--- src/rtl/win_banner_overlay_pkg.sv ---
// ============================================================================
// Module : banner_pkg
// Brief  : Shared types and constants for the win-banner overlay stage.
// Rev    : 1.0
// ============================================================================
`default_nettype none

package banner_pkg;

    localparam int             ADDR_W  = 19;
    localparam int             RGB_W   = 24;
    localparam logic [23:0]    KEY_RGB = 24'hFF0000;

    typedef enum logic [1:0] {
        IDLE = 2'd0,
        ARM  = 2'd1,
        SHOW = 2'd2,
        DONE = 2'd3
    } banner_state_t;

endpackage

`default_nettype wire

--- src/rtl/win_banner_overlay_addr_gen.sv ---
// ============================================================================
// Module : banner_addr_gen
// Brief  : Combinational banner-box test and frame-RAM address from DrawX/DrawY.
// Rev    : 1.0
// ============================================================================
`default_nettype none

module banner_addr_gen #(
    parameter int X0 = 192,
    parameter int Y0 = 144,
    parameter int W  = 256,
    parameter int H  = 192
) (
    input  logic [9:0]                    i_draw_x,
    input  logic [9:0]                    i_draw_y,
    output logic                          o_in_box,
    output logic [banner_pkg::ADDR_W-1:0] o_addr
);
    import banner_pkg::*;

    localparam int c_LOG2_W = $clog2(W);

    logic [10:0] w_x;
    logic [10:0] w_y;
    logic [9:0]  w_dx;
    logic [9:0]  w_dy;

    assign w_x  = {1'b0, i_draw_x};
    assign w_y  = {1'b0, i_draw_y};
    assign w_dx = i_draw_x - 10'(X0);
    assign w_dy = i_draw_y - 10'(Y0);

    assign o_in_box = (w_x >= 11'(X0)) && (w_x < 11'(X0 + W)) &&
                      (w_y >= 11'(Y0)) && (w_y < 11'(Y0 + H));

    // Forcing 0 outside the box keeps the address inside the W*H RAM.
    assign o_addr = o_in_box ? ((ADDR_W'(w_dy) << c_LOG2_W) + ADDR_W'(w_dx)) : '0;

endmodule

`default_nettype wire

--- src/rtl/win_banner_overlay.sv ---
// ============================================================================
// Module : win_banner_overlay
// Brief  : Game-over win-banner sequencer and 3-stage pixel overlay pipeline.
//          Optional blink in SHOW enabled by defining BANNER_BLINK_EN.
// Rev    : 1.0
// ============================================================================
`default_nettype none

module win_banner_overlay #(
    parameter int                          X0          = 192,
    parameter int                          Y0          = 144,
    parameter int                          W           = 256,
    parameter int                          H           = 192,
    parameter int                          HOLD_FRAMES = 180,
    parameter logic [banner_pkg::RGB_W-1:0] KEY_RGB    = banner_pkg::KEY_RGB
) (
    input  logic                          Clk,
    input  logic                          Reset_n,
    input  logic                          frame_start,
    input  logic [9:0]                    DrawX,
    input  logic [9:0]                    DrawY,
    input  logic                          blank_n,
    input  logic [banner_pkg::RGB_W-1:0]  bg_rgb,
    input  logic                          game_over,
    input  logic                          winner,
    input  logic                          restart,
    input  logic [banner_pkg::RGB_W-1:0]  ram_data,
    output logic [banner_pkg::ADDR_W-1:0] read_address,
    output logic                          sprite_sel,
    output logic [banner_pkg::RGB_W-1:0]  rgb_out,
    output logic                          banner_active,
    output logic                          done
);
    import banner_pkg::*;

    localparam int               CNT_W  = (HOLD_FRAMES == 0) ? 1 : $clog2(HOLD_FRAMES + 1);
    localparam logic [CNT_W-1:0] c_HOLD = CNT_W'(HOLD_FRAMES);

    banner_state_t     r_state;
    banner_state_t     w_state_nxt;
    logic [CNT_W-1:0]  r_cnt;
    logic [CNT_W-1:0]  w_cnt_inc;
    logic              w_show_entry;
    logic              w_active_nxt;
    logic              w_done_nxt;
    logic              w_sel_nxt;
    logic              r_active;
    logic              r_done;
    logic              r_sel;
    logic              w_vis;

    logic              w_in_box;
    logic [ADDR_W-1:0] w_addr;

    logic [ADDR_W-1:0] r1_addr;
    logic              r1_in_box;
    logic [RGB_W-1:0]  r1_bg;
    logic              r1_blank;
    logic              r1_vis;
    logic              r2_in_box;
    logic [RGB_W-1:0]  r2_bg;
    logic              r2_blank;
    logic              r2_vis;
    logic [RGB_W-1:0]  r3_rgb;

    assign w_cnt_inc    = (&r_cnt) ? r_cnt : r_cnt + CNT_W'(1);
    assign w_show_entry = (r_state == ARM) && (w_state_nxt == SHOW);

    always_ff @(posedge Clk) begin
        if (!Reset_n) r_state <= IDLE;
        else          r_state <= w_state_nxt;
    end

    // restart overrides every other event in every state.
    always_comb begin
        w_state_nxt = r_state;
        if (restart) begin
            w_state_nxt = IDLE;
        end else begin
            case (r_state)
                IDLE:    if (game_over)   w_state_nxt = ARM;
                ARM:     if (frame_start) w_state_nxt = SHOW;
                SHOW:    if (frame_start && (HOLD_FRAMES != 0) && (w_cnt_inc == c_HOLD))
                             w_state_nxt = DONE;
                DONE:    w_state_nxt = DONE;
                default: w_state_nxt = IDLE;
            endcase
        end
    end

    always_comb begin
        w_active_nxt = (w_state_nxt == SHOW);
        w_done_nxt   = (w_state_nxt == DONE);
        w_sel_nxt    = r_sel;
        if ((r_state == IDLE) && game_over && !restart) w_sel_nxt = winner;
    end

    always_ff @(posedge Clk) begin
        if (!Reset_n) begin
            r_active <= 1'b0;
            r_done   <= 1'b0;
            r_sel    <= 1'b0;
            r_cnt    <= '0;
        end else begin
            r_active <= w_active_nxt;
            r_done   <= w_done_nxt;
            r_sel    <= w_sel_nxt;
            if (w_show_entry)
                r_cnt <= '0;
            else if ((r_state == SHOW) && frame_start && !restart)
                r_cnt <= w_cnt_inc;
        end
    end

`ifdef BANNER_BLINK_EN
    logic [4:0] r_blink;

    always_ff @(posedge Clk) begin
        if (!Reset_n)
            r_blink <= '0;
        else if (w_show_entry)
            r_blink <= '0;
        else if ((r_state == SHOW) && frame_start)
            r_blink <= r_blink + 5'd1;
    end

    assign w_vis = (r_state == DONE) || ((r_state == SHOW) && !r_blink[4]);
`else
    assign w_vis = (r_state == SHOW) || (r_state == DONE);
`endif

    banner_addr_gen #(
        .X0 (X0),
        .Y0 (Y0),
        .W  (W),
        .H  (H)
    ) u_addr_gen (
        .i_draw_x (DrawX),
        .i_draw_y (DrawY),
        .o_in_box (w_in_box),
        .o_addr   (w_addr)
    );

    // Visibility travels with the pixel so a state change never splits one.
    always_ff @(posedge Clk) begin
        if (!Reset_n) begin
            r1_addr   <= '0;
            r1_in_box <= 1'b0;
            r1_bg     <= '0;
            r1_blank  <= 1'b0;
            r1_vis    <= 1'b0;
            r2_in_box <= 1'b0;
            r2_bg     <= '0;
            r2_blank  <= 1'b0;
            r2_vis    <= 1'b0;
            r3_rgb    <= '0;
        end else begin
            r1_addr   <= w_addr;
            r1_in_box <= w_in_box;
            r1_bg     <= bg_rgb;
            r1_blank  <= blank_n;
            r1_vis    <= w_vis;
            r2_in_box <= r1_in_box;
            r2_bg     <= r1_bg;
            r2_blank  <= r1_blank;
            r2_vis    <= r1_vis;
            if (!r2_blank)
                r3_rgb <= '0;
            else if (r2_vis && r2_in_box && (ram_data != KEY_RGB))
                r3_rgb <= ram_data;
            else
                r3_rgb <= r2_bg;
        end
    end

    assign read_address  = r1_addr;
    assign rgb_out       = r3_rgb;
    assign banner_active = r_active;
    assign done          = r_done;
    assign sprite_sel    = r_sel;

endmodule

`default_nettype wire

--- config.mk ---
export PLATFORM = sky130hd
export DESIGN_NAME = win_banner_overlay
export DESIGN_NICKNAME = d
export VERILOG_FILES = /design/src/rtl/win_banner_overlay_pkg.sv /design/src/rtl/win_banner_overlay_addr_gen.sv /design/src/rtl/win_banner_overlay.sv
export SDC_FILE = /design/constraint.sdc
export NUM_CORES = 1
export LEC_CHECK = 0
export BUFFER_PORTS_ARGS = -buffer_cell sky130_fd_sc_hd__buf_4
export CAP_MARGIN = 10
export CORE_MARGIN = 4
export CORE_UTILIZATION = 35
export CTS_CLUSTER_SIZE = 16
export DETAILED_ROUTE_END_ITERATION = 6
export PLACE_DENSITY = 0.57
export SLEW_MARGIN = 20
export SYNTH_ARGS = -nofsm -noshare
export SYNTH_HDL_FRONTEND = slang
export SYNTH_SLANG_ARGS = --single-unit
--- constraint.sdc ---
create_clock -name Clk -period 4.3 [get_ports Clk]
set_input_delay 0.43 -clock Clk [delete_from_list [all_inputs] [get_ports Clk]]
set_output_delay 0.43 -clock Clk [all_outputs]
set_load 0.05 [all_outputs]
==> impl_metrics.tcl, run 1 <==
set metrics [dict create \
    outcome "completed" \
    maxCapViolations 0 \
    drtIter0Drc 118 \
    globalplace.congestion 0.8152 \
    synth_area_leaders "dfxtp_1, and2_1, mux2i_1" \
    end_kind "flop" \
    cts_resized 0 \
    cp_top_family "simple AND/OR/NAND/NOR gates" \
    place_ws_ns 1.879 \
    timing.setup.tns_ns 0 \
    setup_violations 0 \
    clkSinkCount 110 \
    worstSetupPathType "input port to flop" \
    cts_buffers 9 \
    initial_core_util 0.3577 \
    worstPathMaxFanout 3 \
    fin_crit_ns 2.031 \
    die-height_um 113.5 \
    critical-path-max-stage-delay_ns 0.64 \
    power_frac_comb 0.082 \
    synthFlopType "dfxtp_1" \
    holdBufCountCts 0 \
    slew_viol_final 0 \
    vias 2853 \
    p_sw_frac 0.2393 \
    critPathLaunch "DrawX[6]" \
    clk_pin_slew_worst_paths_ns 0.10 \
    async_flop_share 0 \
    grt_overflow_total 0 \
    netSwitchingPower_uw 443.8 \
    clk_path_buf_depth 2 \
    path_common_cell "ha_1" \
    antenna_found_initial 0 \
    pwr-share-seq 0.567 \
    drtPass1Iterations 4 \
    synthToLayoutAreaGrowth_pct 31.22 \
    insertion_delay_ns 0.37 \
    netlist_instances 370 \
    fin_crit_sh 0.4722 \
    drc 0 \
    viasPerCell 4.529 \
    arrival_ns 2.33 \
    slowest_stage "or4b_2" \
    layout_setup_ws_ns 2.269 \
    cts_tree "built" \
    p_per_area_nw_per_um2 362.8 \
    hold_violations 0 \
    rr_startpoint "r_cnt[0]$_SDFFE_PP0P_" \
    synth_edf_count 0 \
    rsz0062_at_grt "false" \
    multi_input_area_um2 1602 \
    ff_latch_area_um2 2202 \
    ant_nets 0 \
    die_w_um 113.5 \
    dieArea_um2 12880 \
    fill_cells 1035 \
    tightest_slew_ns 1.028 \
    grt_pass1_wl_mm 13.20 \
    synth_cell_types 46 \
    diodes 0 \
    htree_levels 3 \
    worst_ep_required_time_ns 4.60 \
    synthDominantCellAreaShare 0.5654 \
    io_pins 121 \
    max_freq_mhz 492.5 \
    yosys_warnings 0 \
    syn_area_um2 3895 \
    synth_nets 453 \
    hpwl_mm 6.223 \
    place_area_um2 4895 \
    wirelength_mm 8.175 \
    rows 38 \
    wl_per_cell_um 12.98 \
    ys_ff_latch 110 \
    clockPowerShare 0.351 \
    ys_seq_area_frac 0.5654 \
    critPathLaunchType "input port" \
    grt_pass1_vias 2800 \
    io_buffer_count 120 \
    p_leak_nw 2.137 \
    syn_area_per_cell_um2 10.53 \
    maxSlewHeadroom 0.3149 \
    drive_gt1_frac 0.2857 \
    worst_hold_path_type "input port to flop" \
    core_area_um2 10890 \
    cts_setup_buffers 0 \
    grt_max_degree 60 \
    vdd_drop_max_uv 153.7 \
    yosysTopAreaCell "dfxtp_1" \
    hp-start "DrawX[6]" \
    crit_chain "buf_4, ha_1, xnor2_1, ha_1, fa_1, nand4_1, or4b_2, a21oi_1" \
    internal_power_mw 1.411 \
    fin_nets 568 \
    grtUsageTotal 0.1285 \
    critPathBufInv 1 \
    skew_ns 0.008923 \
    design_area_um2 5111 \
    clock-root-buffer "clkbuf_8" \
]
[Yosys cell counts (2+ instances only)]
| cell | count |
|---|---|
| nand3_1 | 4 |
| clkbuf_1 | 13 |
| ha_1 | 7 |
| and2_1 | 66 |
| nand4_1 | 4 |
| a21oi_1 | 8 |
| inv_1 | 4 |
| xor2_1 | 4 |
| nand2b_1 | 4 |
| or3_1 | 2 |
| o21ai_0 | 2 |
| nor4b_1 | 2 |
| dfxtp_1 | 110 |
| nor3_1 | 6 |
| nor4_1 | 2 |
| and3_1 | 3 |
| and4_1 | 2 |
| or4_1 | 2 |
| xnor2_1 | 11 |
| mux2i_1 | 26 |
| buf_6 | 2 |
| nor2_1 | 45 |
| nor2b_1 | 5 |
| a31oi_1 | 3 |
| nand2_1 | 11 |
| a211oi_1 | 2 |
[power groups by stage]
stage	Sequential (mW)	Clock (mW)	Combinational, mW
global placement	1.08	0	0.153
finish	1.05	0.650	0.152
CTS	1.05	0.677	0.156
global route	1.06	0.708	0.169
floorplan	1.09	0	0.0591
detailed placement	1.08	0	0.155
[final cells by class]
cell class,instances,share of cell area
Sequential cell,110,0.4308
Multi-Input combinational cell,240,0.3133
Timing Repair Buffer,120,0.1763
Tap cell,140,0.03427
Clock buffer,9,0.02424
Clock inverter,7,0.01812
Inverter,4,0.002938
[metal layers]
layer | up-vias | global-route usage | part of all wire
met1 | 1278 | 0.1651 | 0.46
met5 | - | 0 | 0
met3 | 10 | 0.03554 | 0.079
met4 | 0 | 0.05769 | 0.015
li1 | 1455 | - | -
met2 | 110 | 0.2018 | 0.44
[layout by cell type (no fill, tap or decap), drive strengths merged, types with 2 or more instances in the layout]
cell type / netlist / routed
or3: 2 / 2
or4: 2 / 2
nor3: 6 / 6
clkbuf: 13 / 9
and3: 3 / 3
nand2: 11 / 11
nor2: 45 / 45
nor2b: 5 / 5
a211oi: 2 / 2
and2: 66 / 66
a21oi: 8 / 8
a31oi: 4 / 4
nand3: 4 / 4
nor4: 3 / 3
ha: 7 / 7
and4: 2 / 2
xor2: 4 / 4
nand4: 4 / 4
o21ai: 3 / 3
mux2i: 26 / 26
or4b: 2 / 2
nor4b: 2 / 2
xnor2: 11 / 11
inv: 4 / 6
buf: 3 / 120
dfxtp: 110 / 110
nand2b: 4 / 4
clkinv: 0 / 4
[kinds of logic (layout without fill, tap and decap cells)]
family | after synthesis | count (layout) | share of synthesized area
buffers and inverters | 20 | 140 | 0.02345
muxes | 26 | 26 | 0.06682
DFF | 110 | 110 | 0.5654
xor gates and xnor gates | 15 | 15 | 0.03373
other | 1 | 1 | 0.0009628
and+or+nand+nor | 165 | 165 | 0.2377
AOI/OAI and AO/OA | 25 | 25 | 0.04433
adders and majority gates | 8 | 8 | 0.02763
[through the flow]
stage	hold slack, ns	total power, mW	util	instances
after floorplan	0.4119	1.147	-	370
after global placement	0.4164	1.228	0.4496	614
after detailed placement	0.4184	1.231	0.4496	614
after CTS	0.2039	1.885	0.4694	630
after global routing	0.2085	1.932	0.4694	630
final	0.2294	1.854	0.4694	630
[flip-flops by register name, indices dropped and copies added (netlist names), 2 cells and up]
register      flops
r1_bg            24
r2_bg            24
rgb_out          24
read_address     19
r_cnt             8
r_state           2
[path summary, 6_finish.rpt]
kind | end | slack (ns) | cells after the start
worst max-delay path | read_address[16]$_SDFF_PN0_ | 2.27 | 8
worst min-delay path | read_address[6]$_SDFF_PN0_ | 0.23 | 2
worst max register to register | done$_SDFF_PN0_ | 2.28 | 6
worst min register to register | r2_bg[10]$_SDFF_PN0_ | 0.44 | 1
No activity file was read; power rests on OpenSTA's default activity.
==> inputs of run 2 (changes only) <==
--- a/config.mk
+++ b/config.mk
@@ -11,7 +11,7 @@
 export CORE_UTILIZATION = 35
 export CTS_CLUSTER_SIZE = 16
 export DETAILED_ROUTE_END_ITERATION = 6
-export PLACE_DENSITY = 0.57
+export PLACE_DENSITY = 0.59
 export SLEW_MARGIN = 20
 export SYNTH_ARGS = -nofsm -noshare
 export SYNTH_HDL_FRONTEND = slang
==> constraint.sdc (replaced) <==
create_clock -name Clk -period 1.71 [get_ports Clk]
set_input_delay 0.171 -clock Clk [delete_from_list [all_inputs] [get_ports Clk]]
set_output_delay 0.171 -clock Clk [all_outputs]
set_load 0.05 [all_outputs]
==> impl_metrics.tcl, run 2 (same netlist as run 1, synthesis figures left out) <==
set metrics [dict create \
    design_area_um2 5617 \
    antenna_found_initial 0 \
    worst-r2r-setup-slack_ns 0.06 \
    hpwl_mm 6.041 \
    worst_hold_slack_ns 0.02192 \
    rr_startpoint "r_cnt[0]$_SDFFE_PP0P_" \
    power_frac_comb 0.104 \
    ant_nets 0 \
    grt_pass1_vias 2900 \
    grt_pass1_wl_mm 13.90 \
    fin_nets 618 \
    grt_max_degree 58 \
    worstPathMaxFanout 8 \
    rows 38 \
    timing.setup.tns_ns 0 \
    vias 2934 \
    io_pins 121 \
    cp_top_family "simple AND/OR/NAND/NOR gates" \
    worst_ep_required_time_ns 2.02 \
    hp-start "bg_rgb[6]" \
    synthToLayoutAreaGrowth_pct 44.20 \
    netSwitchingPower_mw 1.089 \
    final_cells 680 \
    critical-path-max-stage-delay_ns 0.38 \
    fill_cells 1033 \
    layout_commonest_cell "buf_4" \
    hold_violations 0 \
    viasPerCell 4.315 \
    die_w_um 113.5 \
    met3_length_um 634 \
    io_buffer_count 120 \
    crit_chain "buf_6, nand4_1, nor4b_2, a211oi_2, o32ai_2, buf_4, and2_1" \
    wl_per_cell_um 12.45 \
    fin_crit_sh 0.9650 \
    p_leak_nw 2.358 \
    pwr-share-seq 0.581 \
    drtIter0Drc 122 \
    p_per_area_nw_per_um2 809.6 \
    place_inst 636 \
    topRoutingLayerUsed "met4" \
    clk_path_buf_depth 2 \
    critPathLaunchType "flop" \
    slew_viol_final 0 \
    post-route-util 0.5159 \
    critPathBufInv 2 \
    vdd_drop_max_uv 374.5 \
    grtUsageTotal 0.1329 \
    drive_gt1_frac 0.3259 \
    drtPass1Iterations 4 \
    cts_tree "built" \
    max_freq_mhz 606.0 \
    multi_input_area_um2 1667 \
    r2r_end "done$_SDFF_PN0_" \
    htree_levels 3 \
    insertion_delay_ns 0.36 \
    clk_pin_slew_worst_paths_ns 0.10 \
    dieArea_um2 12880 \
    clock-root-buffer "clkbuf_8" \
    p_sw_frac 0.2394 \
    drc 0 \
    wirelength_mm 8.466 \
    clkSinkCount 110 \
    globalplace.congestion 0.8305 \
    ff_latch_area_um2 2212 \
    initial_core_util 0.3577 \
    skew_ns 0.01169 \
    place_area_um2 5101 \
    internal_power_mw 3.459 \
    grt_overflow_total 0 \
    fin_crit_ns 1.650 \
    slowest_stage "dfxtp_4" \
    wl_met2_mm 3.722 \
    maxCapViolations 0 \
    clockPowerShare 0.315 \
    cts_buffers 9 \
    die-height_um 113.5 \
    setup_violations 0 \
    rr_worst_depth 7 \
    holdPathStages 2 \
    cts_setup_buffers 0 \
    outcome "completed" \
    hold_end "r1_bg[6]$_SDFF_PN0_" \
    end_kind "flop" \
    layout_common_cells "buf_4, dfxtp_1, and2_1, nor2_1, dlygate4sd3_1" \
    worst_hold_path_type "input port to flop" \
    arrival_ns 1.96 \
    diodes 0 \
    core_area_um2 10890 \
    worstSetupPathType "flop to flop" \
    met1_length_mm 3.949 \
]
==> run 2: metal layers <==
layer / vias to the layer above / track usage
met3: 15 / 0.04138
li1: 1553 / -
met5: - / 0
met1: 1274 / 0.1706
met2: 92 / 0.2101
met4: 0 / 0.05048
==> run 2: repair_timing <==
| item | in CTS | in global routing |
|---|---|---|
| hold buffers | 27 | 1 |
| setup endpoints to repair | 4 | 4 |
| gates resized for setup | 2 | 13 |
| hold endpoints to repair | 27 | 1 |
| pin swaps | 0 | 4 |
==> run 2: worst register-to-register path: stages, from the launching register on <==
cell	delay (ns)
dfxtp_4	0.38
buf_6	0.12
nand4_1	0.17
nor4b_2	0.35
a211oi_2	0.07
o32ai_2	0.25
buf_4	0.15
and2_1	0.11
==> run 2: power by group through the flow <==
| stage | logic, mW | clock network (mW) | registers, mW |
|---|---|---|---|
| 6_report | 0.473 | 1.43 | 2.64 |
| 3_3_place_gp | 0.415 | 0 | 2.70 |
| 2_1_floorplan | 0.154 | 0 | 2.74 |
| 5_1_grt | 0.519 | 1.62 | 2.65 |
| 3_5_place_dp | 0.419 | 0 | 2.70 |
| 4_1_cts | 0.473 | 1.51 | 2.64 |
==> run 2: through the flow <==
step	total power [mW]	setup WS, ns
finish	4.547	0.05987
global route	4.787	-0.03014
floorplan	2.891	-0.04603
CTS	4.627	0.03268
detailed placement	3.123	-0.2320
global placement	3.118	-0.1908
==> run 2: final cells by class <==
type,count,area share
Tap cell,140,0.03119
Multi-Input combinational cell,240,0.2967
Inverter,4,0.002673
Clock inverter,6,0.009579
Clock buffer,10,0.02272
Timing Repair Buffer,170,0.2433
Sequential cell,110,0.3939
==> run 2: worst max path at each step <==
stage	start	end	cells after the start
floorplan	DrawX[6]	read_address[16]$_SDFF_PN0_	7
CTS	r_cnt[0]$_SDFFE_PP0P_	r_state[0]$_SDFF_PN0_	7
detailed placement	DrawX[6]	read_address[16]$_SDFF_PN0_	8
finish	r_cnt[0]$_SDFFE_PP0P_	done$_SDFF_PN0_	7
global placement	DrawX[6]	read_address[16]$_SDFF_PN0_	8
global route	r_cnt[0]$_SDFFE_PP0P_	done$_SDFF_PN0_	7
==> inputs of run 3 (changes only) <==
--- a/config.mk
+++ b/config.mk
@@ -7,7 +7,7 @@
 export LEC_CHECK = 0
 export BUFFER_PORTS_ARGS = -buffer_cell sky130_fd_sc_hd__buf_4
 export CAP_MARGIN = 10
-export CORE_MARGIN = 4
+export CORE_MARGIN = 3
 export CORE_UTILIZATION = 35
 export CTS_CLUSTER_SIZE = 16
 export DETAILED_ROUTE_END_ITERATION = 6
==> impl_metrics.tcl, run 3 (same netlist as run 1, synthesis figures left out) <==
set metrics [dict create \
    ant_nets 0 \
    worstPathMaxFanout 3 \
    design_area_um2 5537 \
    fill_cells 970 \
    worstSetupPathType "input port to flop" \
    clk_pin_slew_worst_paths_ns 0.11 \
    core_area_um2 10560 \
    insertion_delay_ns 0.36 \
    globalplace.congestion 0.8223 \
    synthToLayoutAreaGrowth_pct 42.15 \
    outcome "completed" \
    p_per_area_nw_per_um2 831.5 \
    gr-usage-met3 0.04130 \
    fin_crit_ns 1.606 \
    vias 2974 \
    maxCapViolations 0 \
    clkSinkCount 110 \
    maxSlewHeadroom 0.5884 \
    timing.setup.tns_ns 0 \
    critPathLaunchType "input port" \
    grt.busiest_layer "met2" \
    die-height_um 111.5 \
    tightest_slew_ns 0.6118 \
    grt_pass1_vias 3104 \
    htree_levels 3 \
    worst_hold_slack_ns 0.01513 \
    gr-usage-met1 0.1689 \
    slew_viol_final 0 \
    hold_violations 0 \
    die_w_um 111.5 \
    power_mw 4.604 \
    fin_crit_sh 0.9390 \
    drc 0 \
    cts_buffers 9 \
    layout_common_cells "buf_4, dfxtp_1, and2_1, nor2_1, mux2i_1" \
    drtIter0Drc 74 \
    grtUsageTotal 0.1410 \
    fin_nets 611 \
    worst_hold_path_type "input port to flop" \
    vdd_drop_max_uv 512.9 \
    clock-root-buffer "clkbuf_8" \
    setup_violations 0 \
    skew_ns 0.01023 \
    end_kind "flop" \
    final_cells 669 \
    rr_startpoint "r_cnt[1]$_SDFFE_PP0P_" \
    drive_gt1_frac 0.3189 \
    layout_setup_ws_ns 0.1043 \
    rows 37 \
    arrival_ns 1.89 \
    grt_overflow_total 0 \
    wirelength_mm 8.691 \
    gr-usage-met2 0.2340 \
    critPathLaunch "DrawX[6]" \
    viasPerCell 4.445 \
    initial_core_util 0.3690 \
    wl_per_cell_um 12.99 \
    grt_max_degree 55 \
    grt_pass1_wl_mm 14.48 \
    io_buffer_count 120 \
    drtPass1Iterations 5 \
    p_leak_nw 2.327 \
    post-route-util 0.5245 \
    max_freq_mhz 622.8 \
    dieArea_um2 12430 \
    worst_ep_required_time_ns 2.00 \
    antenna_found_initial 0 \
    io_pins 121 \
    hpwl_mm 6.318 \
    clk_path_buf_depth 2 \
    place_area_um2 5081 \
    diodes 0 \
    hp-start "bg_rgb[12]" \
    place_inst 630 \
    layout_commonest_cell "buf_4" \
    place_ws_ns -0.2634 \
    cts_tree "built" \
]
## run 3: cell count changes in the layout (fill, tap and decap cells not counted), moves of 2 or more
cell / delta
dfxtp_1: +3
clkinv_4: -2
inv_6: +3
dlygate4sd3_1: -5
dfxtp_2: -2
buf_6: -2
## run 3: worst paths after layout
check        slack [ns]  cells after the start                     endpoint
max                0.10                      8  read_address[16]$_SDFF_PN0_
min                0.02                      2         r1_bg[12]$_SDFF_PN0_
max reg2reg        0.13                      6              done$_SDFF_PN0_
min reg2reg        0.44                      1            r2_vis$_SDFF_PN0_
## run 3: what timing repair did
item,in CTS,in global routing
hold endpoints to repair,22,1
hold buffers,22,1
setup endpoints to repair,3,4
resized for setup,3,5
pin swaps,0,1
setup buffers,0,0
## run 3: cell type report
type,instances,area [um2],share of cell area
Timing Repair Buffer,163,1294,0.2337
Sequential cell,110,2206,0.3984
Clock buffer,10,127.6,0.02305
Multi-Input combinational cell,240,1662,0.3001
Tap cell,136,170.2,0.03073
Clock inverter,6,62.56,0.01130
Inverter,4,15.01,0.002712
## run 3: metal layers
layer  wire length (um)  share of wire  up-vias
met5                  0              0        -
met4                283          0.033        0
met3                531          0.061       24
met2               4119           0.47       96
met1               3756           0.43     1319
li1                   -              -     1535
## run 3: worst max-delay path, cell delays in order
cell	delay (ns)
buf_4	0.13
ha_4	0.16
xnor2_2	0.18
ha_2	0.23
fa_2	0.22
nand4_1	0.11
or4b_4	0.54
a21oi_1	0.16
## run 3: power breakdown
| group | switching [mW] | internal, mW | total [mW] |
|---|---|---|---|
| Sequential | 0.0170 | 2.63 | 2.64 |
| Clock | 0.927 | 0.576 | 1.50 |
| Combinational | 0.196 | 0.260 | 0.456 |
| Total | 1.14 | 3.46 | 4.60 |
